==> src/rtl/hazard_ctrl.sv <==
// Front-end sequencing controller: decides load/hold/flush/bubble for PC, IF/ID
// and ID/EX each cycle, and counts cycles in which the PC did not advance.
module hazard_ctrl #(
   parameter int FLUSH_CYCLES = 1,
   parameter int CNT_W        = 16
) (
   input  logic             clk,
   input  logic             rst,
   input  logic             id_valid,
   input  logic [4:0]       id_rs,
   input  logic [4:0]       id_rt,
   input  logic             id_uses_rs,
   input  logic             id_uses_rt,
   input  logic             ex_mem_read,
   input  logic [4:0]       ex_rd,
   input  logic             br_taken,
   input  logic             mem_busy,
   output logic             pc_en,
   output logic             if_id_en,
   output logic             if_id_flush,
   output logic             id_ex_en,
   output logic             id_ex_bubble,
   output logic             flushing,
   output logic [CNT_W-1:0] stall_count
);

   typedef enum logic {RUN, FLUSH} state_t;

   localparam logic [1:0]       FCNT_INIT = 2'(FLUSH_CYCLES - 1);
   localparam logic [CNT_W-1:0] CNT_MAX   = '1;

   state_t           state_reg, state_next;
   logic [1:0]       fcnt_reg, fcnt_next;
   logic [CNT_W-1:0] stall_count_reg;
   logic             hz;

   assign hz = id_valid & ex_mem_read & (ex_rd != 5'd0) &
               ((id_uses_rs & (id_rs == ex_rd)) | (id_uses_rt & (id_rt == ex_rd)));

   always_comb begin
      pc_en        = 1'b1;
      if_id_en     = 1'b1;
      if_id_flush  = 1'b0;
      id_ex_en     = 1'b1;
      id_ex_bubble = 1'b0;
      state_next   = state_reg;
      fcnt_next    = fcnt_reg;
      if (rst) begin
         pc_en        = 1'b0;
         if_id_flush  = 1'b1;
         id_ex_bubble = 1'b1;
         state_next   = RUN;
         fcnt_next    = 2'd0;
      end else if (mem_busy) begin
         pc_en    = 1'b0;
         if_id_en = 1'b0;
         id_ex_en = 1'b0;
      end else if (br_taken) begin
         // A branch seen during FLUSH restarts the count from the top.
         if_id_flush  = 1'b1;
         id_ex_bubble = 1'b1;
         if (FLUSH_CYCLES > 1) begin
            state_next = FLUSH;
            fcnt_next  = FCNT_INIT;
         end else begin
            state_next = RUN;
            fcnt_next  = 2'd0;
         end
      end else if (state_reg == FLUSH) begin
         if_id_flush  = 1'b1;
         id_ex_bubble = 1'b1;
         fcnt_next    = fcnt_reg - 2'd1;
         if (fcnt_reg == 2'd1) begin
            state_next = RUN;
         end
      end else if (hz) begin
         pc_en        = 1'b0;
         if_id_en     = 1'b0;
         id_ex_bubble = 1'b1;
      end
   end

   always_ff @(posedge clk) begin
      if (rst) begin
         state_reg       <= RUN;
         fcnt_reg        <= 2'd0;
         stall_count_reg <= '0;
      end else begin
         state_reg <= state_next;
         fcnt_reg  <= fcnt_next;
         if (!pc_en && (stall_count_reg != CNT_MAX)) begin
            stall_count_reg <= stall_count_reg + 1'b1;
         end
      end
   end

   assign flushing    = (state_reg == FLUSH);
   assign stall_count = stall_count_reg;

endmodule

==> config.mk <==
export PLATFORM = sky130hd
export DESIGN_NAME = hazard_ctrl
export DESIGN_NICKNAME = d
export VERILOG_FILES = /design/src/rtl/hazard_ctrl.sv
export SDC_FILE = /design/constraint.sdc
export NUM_CORES = 1
export LEC_CHECK = 0
export ABC_AREA = 1
export CORE_ASPECT_RATIO = 0.75
export CORE_MARGIN = 2
export CORE_UTILIZATION = 47
export CTS_BUF_LIST = sky130_fd_sc_hd__clkbuf_4 sky130_fd_sc_hd__clkbuf_8
export DETAILED_ROUTE_END_ITERATION = 7
export PLACE_DENSITY_LB_ADDON = 0.3
export SLEW_MARGIN = 40
export SYNTH_ARGS = -nofsm -noshare
export SYNTH_HDL_FRONTEND = slang
export SYNTH_SLANG_ARGS = --single-unit
==> constraint.sdc <==
create_clock -name clk -period 2.8 [get_ports clk]
set_clock_uncertainty 0.2 [all_clocks]
set_input_delay 0.84 -clock clk [delete_from_list [all_inputs] [get_ports clk]]
set_output_delay 0.84 -clock clk [all_outputs]
set_load 0.02 [all_outputs]
Yosys cells after proc, flatten, opt, wreduce, memory -nomap -nowiden
Index checks and enable logic that the tools add are counted.
{ "word_totals": {"register_bits": 19, "inputBits": 23} }
{ "classes": {"n_addsub": 2, "eq_ne": 4, "mux": 22, "bitwise": 7, "n_reduce_logical": 5} }
{ "op_table": {"columns": ["op", "n"], "rows": [
  ["$mux 1", 20],
  ["$add 16x1->16 const B", 1],
  ["$ne 16x16->1 const B", 1],
  ["$eq 5x5->1", 2],
  ["$and 1x1->1", 5],
  ["$reduce_bool 5->1", 1],
  ["$mux 2", 2],
  ["$eq 2x1->1 const B", 1],
  ["$reduce_and 2->1", 1],
  ["$reduce_bool 2->1", 1],
  ["$sub 2x1->2 const B", 1],
  ["$logic_and 1x1->1", 1],
  ["$logic_not 1->1", 1],
  ["$not 1->1", 1],
  ["$or 1x1->1", 1]
]} }

Logic depth before layout (Yosys ltp)
{ "logic_depth": {"ltp_word": 11, "mapped_depth": 12, "ltp_nobuf": 12} }

Worst setup path after synthesis
No wires, ideal clock.
{ "synth_path": {"kind": "in2out", "from": "in id_rt[0]", "to": "out pc_en", "arrival_ps": 1737, "required_time_ps": 1760, "path_slack_ps": 23, "path_stages": 10, "path_buffers": 1, "path_cell_list": "inv_1 > nand2_1 > nand2_1 > nor2_1 > nand3_1 > nand2_1 > nand3_1 > nand3_2 > buf_2 > inv_1"} }
{ "synth_via": {"elab_chain_cells": 9} }
{ "synth_rtl": {"columns": ["item", "line_no", "source"], "rows": [
  ["start: declaration", "11", "input logic [4:0] id_rt,"],
  ["$eq 5x5->1", "38", "((id_uses_rs & (id_rs == ex_rd)) | (id_uses_rt & (id_rt == ex_rd)));"],
  ["$and 1x1->1", "38", null],
  ["$or 1x1->1", "38", null],
  ["$and 1x1->1", "37", "assign hz = id_valid & ex_mem_read & (ex_rd != 5'd0) &"],
  ["$mux 1", "76", "end else if (hz) begin"],
  ["$mux 1", "69", "end else if (state_reg == FLUSH) begin"],
  ["$mux 1", "58", "end else if (br_taken) begin"],
  ["$mux 1", "54", "end else if (mem_busy) begin"],
  ["$mux 1", "48", "if (rst) begin"],
  ["end: declaration", "18", "output logic pc_en,"]
]} }
No other way between the ends.

Worst setup path in the final report
{ "layout_path": {"from": "in id_uses_rt", "to": "out pc_en"} }
{ "layout_via": {"elab_chain_cells": 8} }
{ "layout_rtl": {"columns": ["item", "line_no", "source"], "rows": [
  ["start: declaration", "13", "input logic id_uses_rt,"],
  ["$and 1x1->1", "38", null],
  ["$or 1x1->1", "38", null],
  ["$and 1x1->1", "37", null],
  ["$mux 1", "76", null],
  ["$mux 1", "69", null],
  ["$mux 1", "58", null],
  ["$mux 1", "54", null],
  ["$mux 1", "48", null]
]} }
No other way between the ends.

==> out/results.ini <==
[yosys]
synthTopCellsByArea=dfxtp_1 (28%), nand2_1 (18%), nand3_1 (8.9%)
yosysTopAreaCell=dfxtp_1
yosysTopAreaCellShare_pct=28.3
syn_inst=216
netlist_area_sq_um=1350
synthesis.nets=241
synth_cell_types=25
ys_seq_elements=19
ys.warnings.count=0
synth-seq-area-share_pct=28.3
avgSynthCellArea_sq_um=6.23

[clock_tree]
clock-root-buffer=clkbuf_8
clk_pin_slew_worst_paths_ns=0.08
cts-htree-levels=1
cts_sinks=19
cts_hold_buffers=0
cts_tree=done
clock_latency_ns=0.26
numCtsBuffers=3
clockBufferDepth=2

[setup_path]
path_class=in -> out
crit_required_ns=1.76
startpoint_type=input pin
crit_path_end_kind=output port
cp.arrival_ns=1.74
cp_max_fo=2
worstRegToRegCells=10
crit_start=id_uses_rt
regToRegSetupSlack_ns=0.62
rr_endpoint=stall_count[0]$_SDFFE_PP0P_
r2r-start=stall_count[0]$_SDFFE_PP0P_

[power_and_ir_drop]
p_seq_share_pct=45.5
p_int_mw=0.442
leakagePower_nw=0.882
combPwrFrac_pct=22.5
netSwitchingPower_mw=0.177
ir_drop_mv=0.228
swShare_pct=28.6
p_per_area_nw_per_um2=315
pwr-share-clk_pct=32.0

[finish]
fin_nets=296
drive_above_1_share_pct=25.6
diodes=0
area_growth_pct=45.9
largest_register_ffs=16
final_util_pct=73.8

[sta]
period_share_pct=99.2
slew_viol_final=0
setup_tns_ns=0
min_period_ns=2.78
finalSetupViolations=0
relSlewSlack_pct=72.8
worst_pin_slew_ns=0.404
rsz0062_at_grt=true
max_freq_ghz=0.360
holdWs_ns=0.299
hold_violations=0

[routing]
drt_wl_total_um=3510
route.antenna.remaining_nets=0
first_iter_violations=106
wl_per_cell_um=11.5
via_count=1500
via_per_inst=4.90
drc=0
drtPass1Iterations=4

[min_path]
hold_class=reg -> reg
min_from=stall_count[15]$_SDFFE_PP0P_
holdPathStages=2
holdPathEnd=stall_count[15]$_SDFFE_PP0P_

[floorplanning]
die_w_um=65.8
die-area_sq_um=3310
die_h_um=50.4
initial_core_util_pct=50.6
io_pins=45
row_count=16
coreArea_sq_um=2660

[global_routing]
grt_pass1_vias=1291
track_usage_pct=22.2
grt_first_pass_wirelength_um=5680
antenna_found_initial=0
grt_max_degree=17
gr-total-overflow=0

[placement]
hpwlAfterDp_um=2630
gp_congestion=0.845
port_buffers=44

[outcome]
status=completed

[job]
maxCapViolations=0

worst max path at each step:
stage,cells after the start,slack [ns],endpoint
2_1_floorplan,10,0.02,pc_en
3_3_place_gp,11,-0.83,if_id_en
3_5_place_dp,11,-0.86,pc_en
4_1_cts,10,0.004,pc_en
5_1_grt,11,-0.06,if_id_en
6_report,9,0.02,pc_en
stage by stage:
stage / std cells / cell area (sq um) / setup WS, ns / total power [mW]
2_1_floorplan: 216 / 1350 / 0.0228 / 0.350
3_3_place_gp: 301 / 1880 / -0.832 / 0.419
3_5_place_dp: 301 / 1880 / -0.859 / 0.421
4_1_cts: 306 / 1880 / 0.00377 / 0.605
5_1_grt: 306 / 1960 / -0.0555 / 0.651
6_report: 306 / 1960 / 0.0227 / 0.619
power by group through the flow:
stage                     Clock, mW  Sequential [mW]  Combinational [mW]
after global routing          0.215            0.283               0.153
final                         0.198            0.282               0.139
after detailed placement          0            0.288               0.133
after CTS                     0.199            0.282               0.125
after global placement            0            0.288               0.131
after floorplan                   0            0.292              0.0578
layout make-up:
type | instances | area, sq um
inverter | 30 | 118
timing repair buffer | 55 | 490
clock buffer | 3 | 41.3
multi-input combinational | 162 | 885
fill | 235 | 698
tap | 36 | 45.0
clock inverter | 1 | 5.00
sequential | 19 | 380
critical path: stages:
cell             delay, ns
clkdlybuf4s15_1       0.16
nand2_1               0.06
nor2_2                0.12
nand3_2               0.10
nand2_2               0.11
nand3_4               0.10
nand3_4               0.08
inv_2                 0.04
buf_6                 0.12
metal layers:
metal  track usage [%]  wire, um
met2              35.5      1540
met5                 0         0
met3              4.71       157
met1              30.9      1790
met4              4.17        29
logic make-up (layout without fill, tap and decap cells):
logic type	Yosys count	after routing	synth area share, %
XOR/XNOR	10	10	6.51
buffers and inverters	35	89	10.5
flip-flops	19	19	28.3
AND/OR/NAND/NOR	130	130	45.0
AO/OA/AOI/OAI	20	20	7.90
adder cells (fa/ha/maj)	2	2	1.86
placed cells by master (no fill, tap or decap), drive strengths merged:
cell | netlist | final
o21ai | 4 | 4
nor3 | 5 | 5
buf | 3 | 30
nand4 | 3 | 3
o211a | 1 | 1
clkdlybuf4s50 | 0 | 17
a21oi | 14 | 14
dfxtp | 19 | 19
nor2 | 27 | 27
xor2 | 8 | 8
clkbuf | 2 | 4
nand3 | 26 | 26
o22ai | 1 | 1
inv | 30 | 30
dlygate4sd2 | 0 | 5
nand3b | 4 | 4
clkinv | 0 | 1
clkdlybuf4s15 | 0 | 2
nand2 | 65 | 65
xnor2 | 2 | 2
ha | 2 | 2
repair_timing:
action	in CTS	in global routing
buffers inserted	1	0
pin swaps	25	20
resized for setup	102	26
hold endpoints to repair	0	0
endpoints found under the setup margin	5	3
cells in the mapped netlist:
cell      instances
a21oi_1          14
o21ai_0           4
inv_2             8
nor3_2            1
ha_1              2
xor2_1            8
xnor2_1           2
nor3_1            3
nand2_4           1
buf_2             2
inv_1            22
nor2_1           26
nand4_1           2
nand3_2           2
buf_6             1
o22ai_1           1
clkbuf_1          2
nand4_4           1
nand3_1          24
nand2_1          64
nor3_4            1
nand3b_1          4
o211a_1           1
nor2_4            1
dfxtp_1          19
Power figures use the tool's default switching activity.
==> RTL change (same settings) <==
Put one more register stage on the output `stall_count`. The value now appears one clock later. The other outputs are not delayed to match.
--- a/src/rtl/hazard_ctrl.sv
+++ b/src/rtl/hazard_ctrl.sv
@@ -96,5 +96,7 @@
 
    assign flushing    = (state_reg == FLUSH);
-   assign stall_count = stall_count_reg;
+   always_ff @(posedge clk) begin
+      stall_count <= stall_count_reg;
+   end
 
 endmodule
Check against the original RTL: not equivalent (Yosys sat finds a counterexample within 4 cycles, from zero or initial values and one cycle with rst high).
==> RTL change against the original RTL <==
Synthesized area rose by 23%. Routed wire length rose by 7.7%. Worst setup slack got worse by 0.011 ns. Final cell count rose by 5.6%. Cell area rose by 23%. Total power rose by 94%. Synthesized cell count rose by 5.6%. Sequential cell count rose by 16. Critical path type unchanged. Critical endpoint is now if_id_en. Largest cell class unchanged.
==> RTL change: results (changes against the original RTL) <==
Setup path
  – Critical Path End: if_id_en
  – Reg2reg setup slack: 0.67 ns (+0.05 ns)
  – Worst path slowest cell: nand3_1
  – CP max FO: 4 (+2)
  – RR Endpoint: stall_count_reg[1]$_SDFFE_PP0P_
  – Critical Path Source: ex_rd[1]
  – Worst r2r src: stall_count_reg[0]$_SDFFE_PP0P_
  – Slowest stage delay, CP: 0.13 ns (-0.03 ns)

Cells and area
  – Max FFs per register: 32 (+16)
  – Layout cell share with drive strength beyond 1: 27.2% (+1.7 points)
  – Core Util, Final: 72.5% (-1.3 points)
  – NumNets Final: 307 (+3.7%)

Global routing
  – Vias in the first global route: 1488 (+15%)
  – Pin count of the biggest net entering global routing: 19 (+2)

Place
  – Final HPWL DP: 2.62 mm (-0.29%)
  – GPL Wtd Cong: 0.881 (+4.3%)

Detailed routing
  – Drt wl/cell: 11.7 um (+2.0%)
  – WL final: 3.78 mm (+7.7%)
  – Vias: 1587 (+5.8%)

Synth
  – Top post-synthesis cells by area: dfxtp_1 (42%), nand2_1 (14%), nand3_1 (6.7%)
  – Syn Nets: 253 (+5.0%)
  – Synth top cells by count: nand2_1 (62), dfxtp_1 (35), nor2_1 (25)
  – Post-Syn Instances: 228 (+5.6%)
  – Sequential share of the synthesized area: 42.4% (+14 points)

Timing
  – Worst-margin pin slew: 0.326 ns (-0.0782 ns)
  – FMAX: 359 MHz (-0.40%)

Power and ir drop
  – Maximum vdd drop: 380 uV (+66%)

CTS
  – H-Tree Depth: 2 (+1)
  – CTS Buf Count: 5 (+2)
  – Clock Latency Late Sink: 0.28 ns (+0.02 ns)

Run status
  – Status: finished, final reports clean
## RTL change: cell types whose count changed after synthesis, sizes merged, moves of 2 or more
cell / delta
nand3b: -2
nand2: -2
dfxtp: +16
nor3: -3
xor2: +2
## RTL change: how the worst min path moves through the flow
stage	from	end	slack [ns]	cells past startpoint
detailed placement	stall_count_reg[1]$_SDFFE_PP0P_	stall_count[1]$_DFF_P_	0.18	0
global route	stall_count_reg[9]$_SDFFE_PP0P_	stall_count[9]$_DFF_P_	0.21	0
floorplan	stall_count_reg[9]$_SDFFE_PP0P_	stall_count[9]$_DFF_P_	0.16	0
finish	stall_count_reg[1]$_SDFFE_PP0P_	stall_count[1]$_DFF_P_	0.20	0
global placement	stall_count_reg[9]$_SDFFE_PP0P_	stall_count[9]$_DFF_P_	0.18	0
CTS	stall_count_reg[9]$_SDFFE_PP0P_	stall_count[9]$_DFF_P_	0.20	0
## RTL change: logic make-up after synthesis
family	share of synthesized area, %
AND/OR/NAND/NOR	34.8
buffers and inverters	8.93
flip-flops	42.4
AO/OA/AOI/OAI	6.05
XOR/XNOR	6.35
adder cells (fa/ha/maj)	1.51
## RTL change: what timing repair did
| item | in CTS | in global routing |
|---|---|---|
| endpoints found under the setup margin | 5 | 4 |
| gates resized for setup | 97 | 54 |
| buffers inserted | 2 | 0 |
| pin swaps | 31 | 27 |
| hold buffers | 0 | 0 |
## RTL change: cell type report
| cell class | count | area (um^2) | area share [%] |
|---|---|---|---|
| Sequential cell | 35 | 701 | 29.0 |
| Clock buffer | 6 | 76.3 | 3.16 |
| Tap cell | 40 | 50.0 | 2.07 |
| Timing Repair Buffer | 52 | 515 | 21.3 |
| Clock inverter | 2 | 60.1 | 2.48 |
| Multi-Input combinational cell | 158 | 883 | 36.5 |
| Inverter | 30 | 131 | 5.43 |
## RTL change: per-layer routing
layer	part of all wire (%)	track usage, %	vias up
met5	0	0	-
met2	47	31.2	34
met1	47	27.2	721
li1	-	-	825
met4	1.4	9.52	0
met3	5.1	7.85	7
## RTL change: worst max-delay path, delay by kind of cell
family	cells	cell delay, ns
and+or+nand+nor	8	0.65
buffers and inverters	3	0.25
## RTL change: power breakdown
part / total (W) / internal, W / leakage (nW) / switching [W]
Clock: 0.000534 / 0.000365 / 0.0688 / 0.000168
Combinational: 0.000152 / 0.0000734 / 0.701 / 0.0000781
Sequential: 0.000514 / 0.000508 / 0.283 / 0.00000655
Total: 0.00120 / 0.000946 / 1.05 / 0.000253
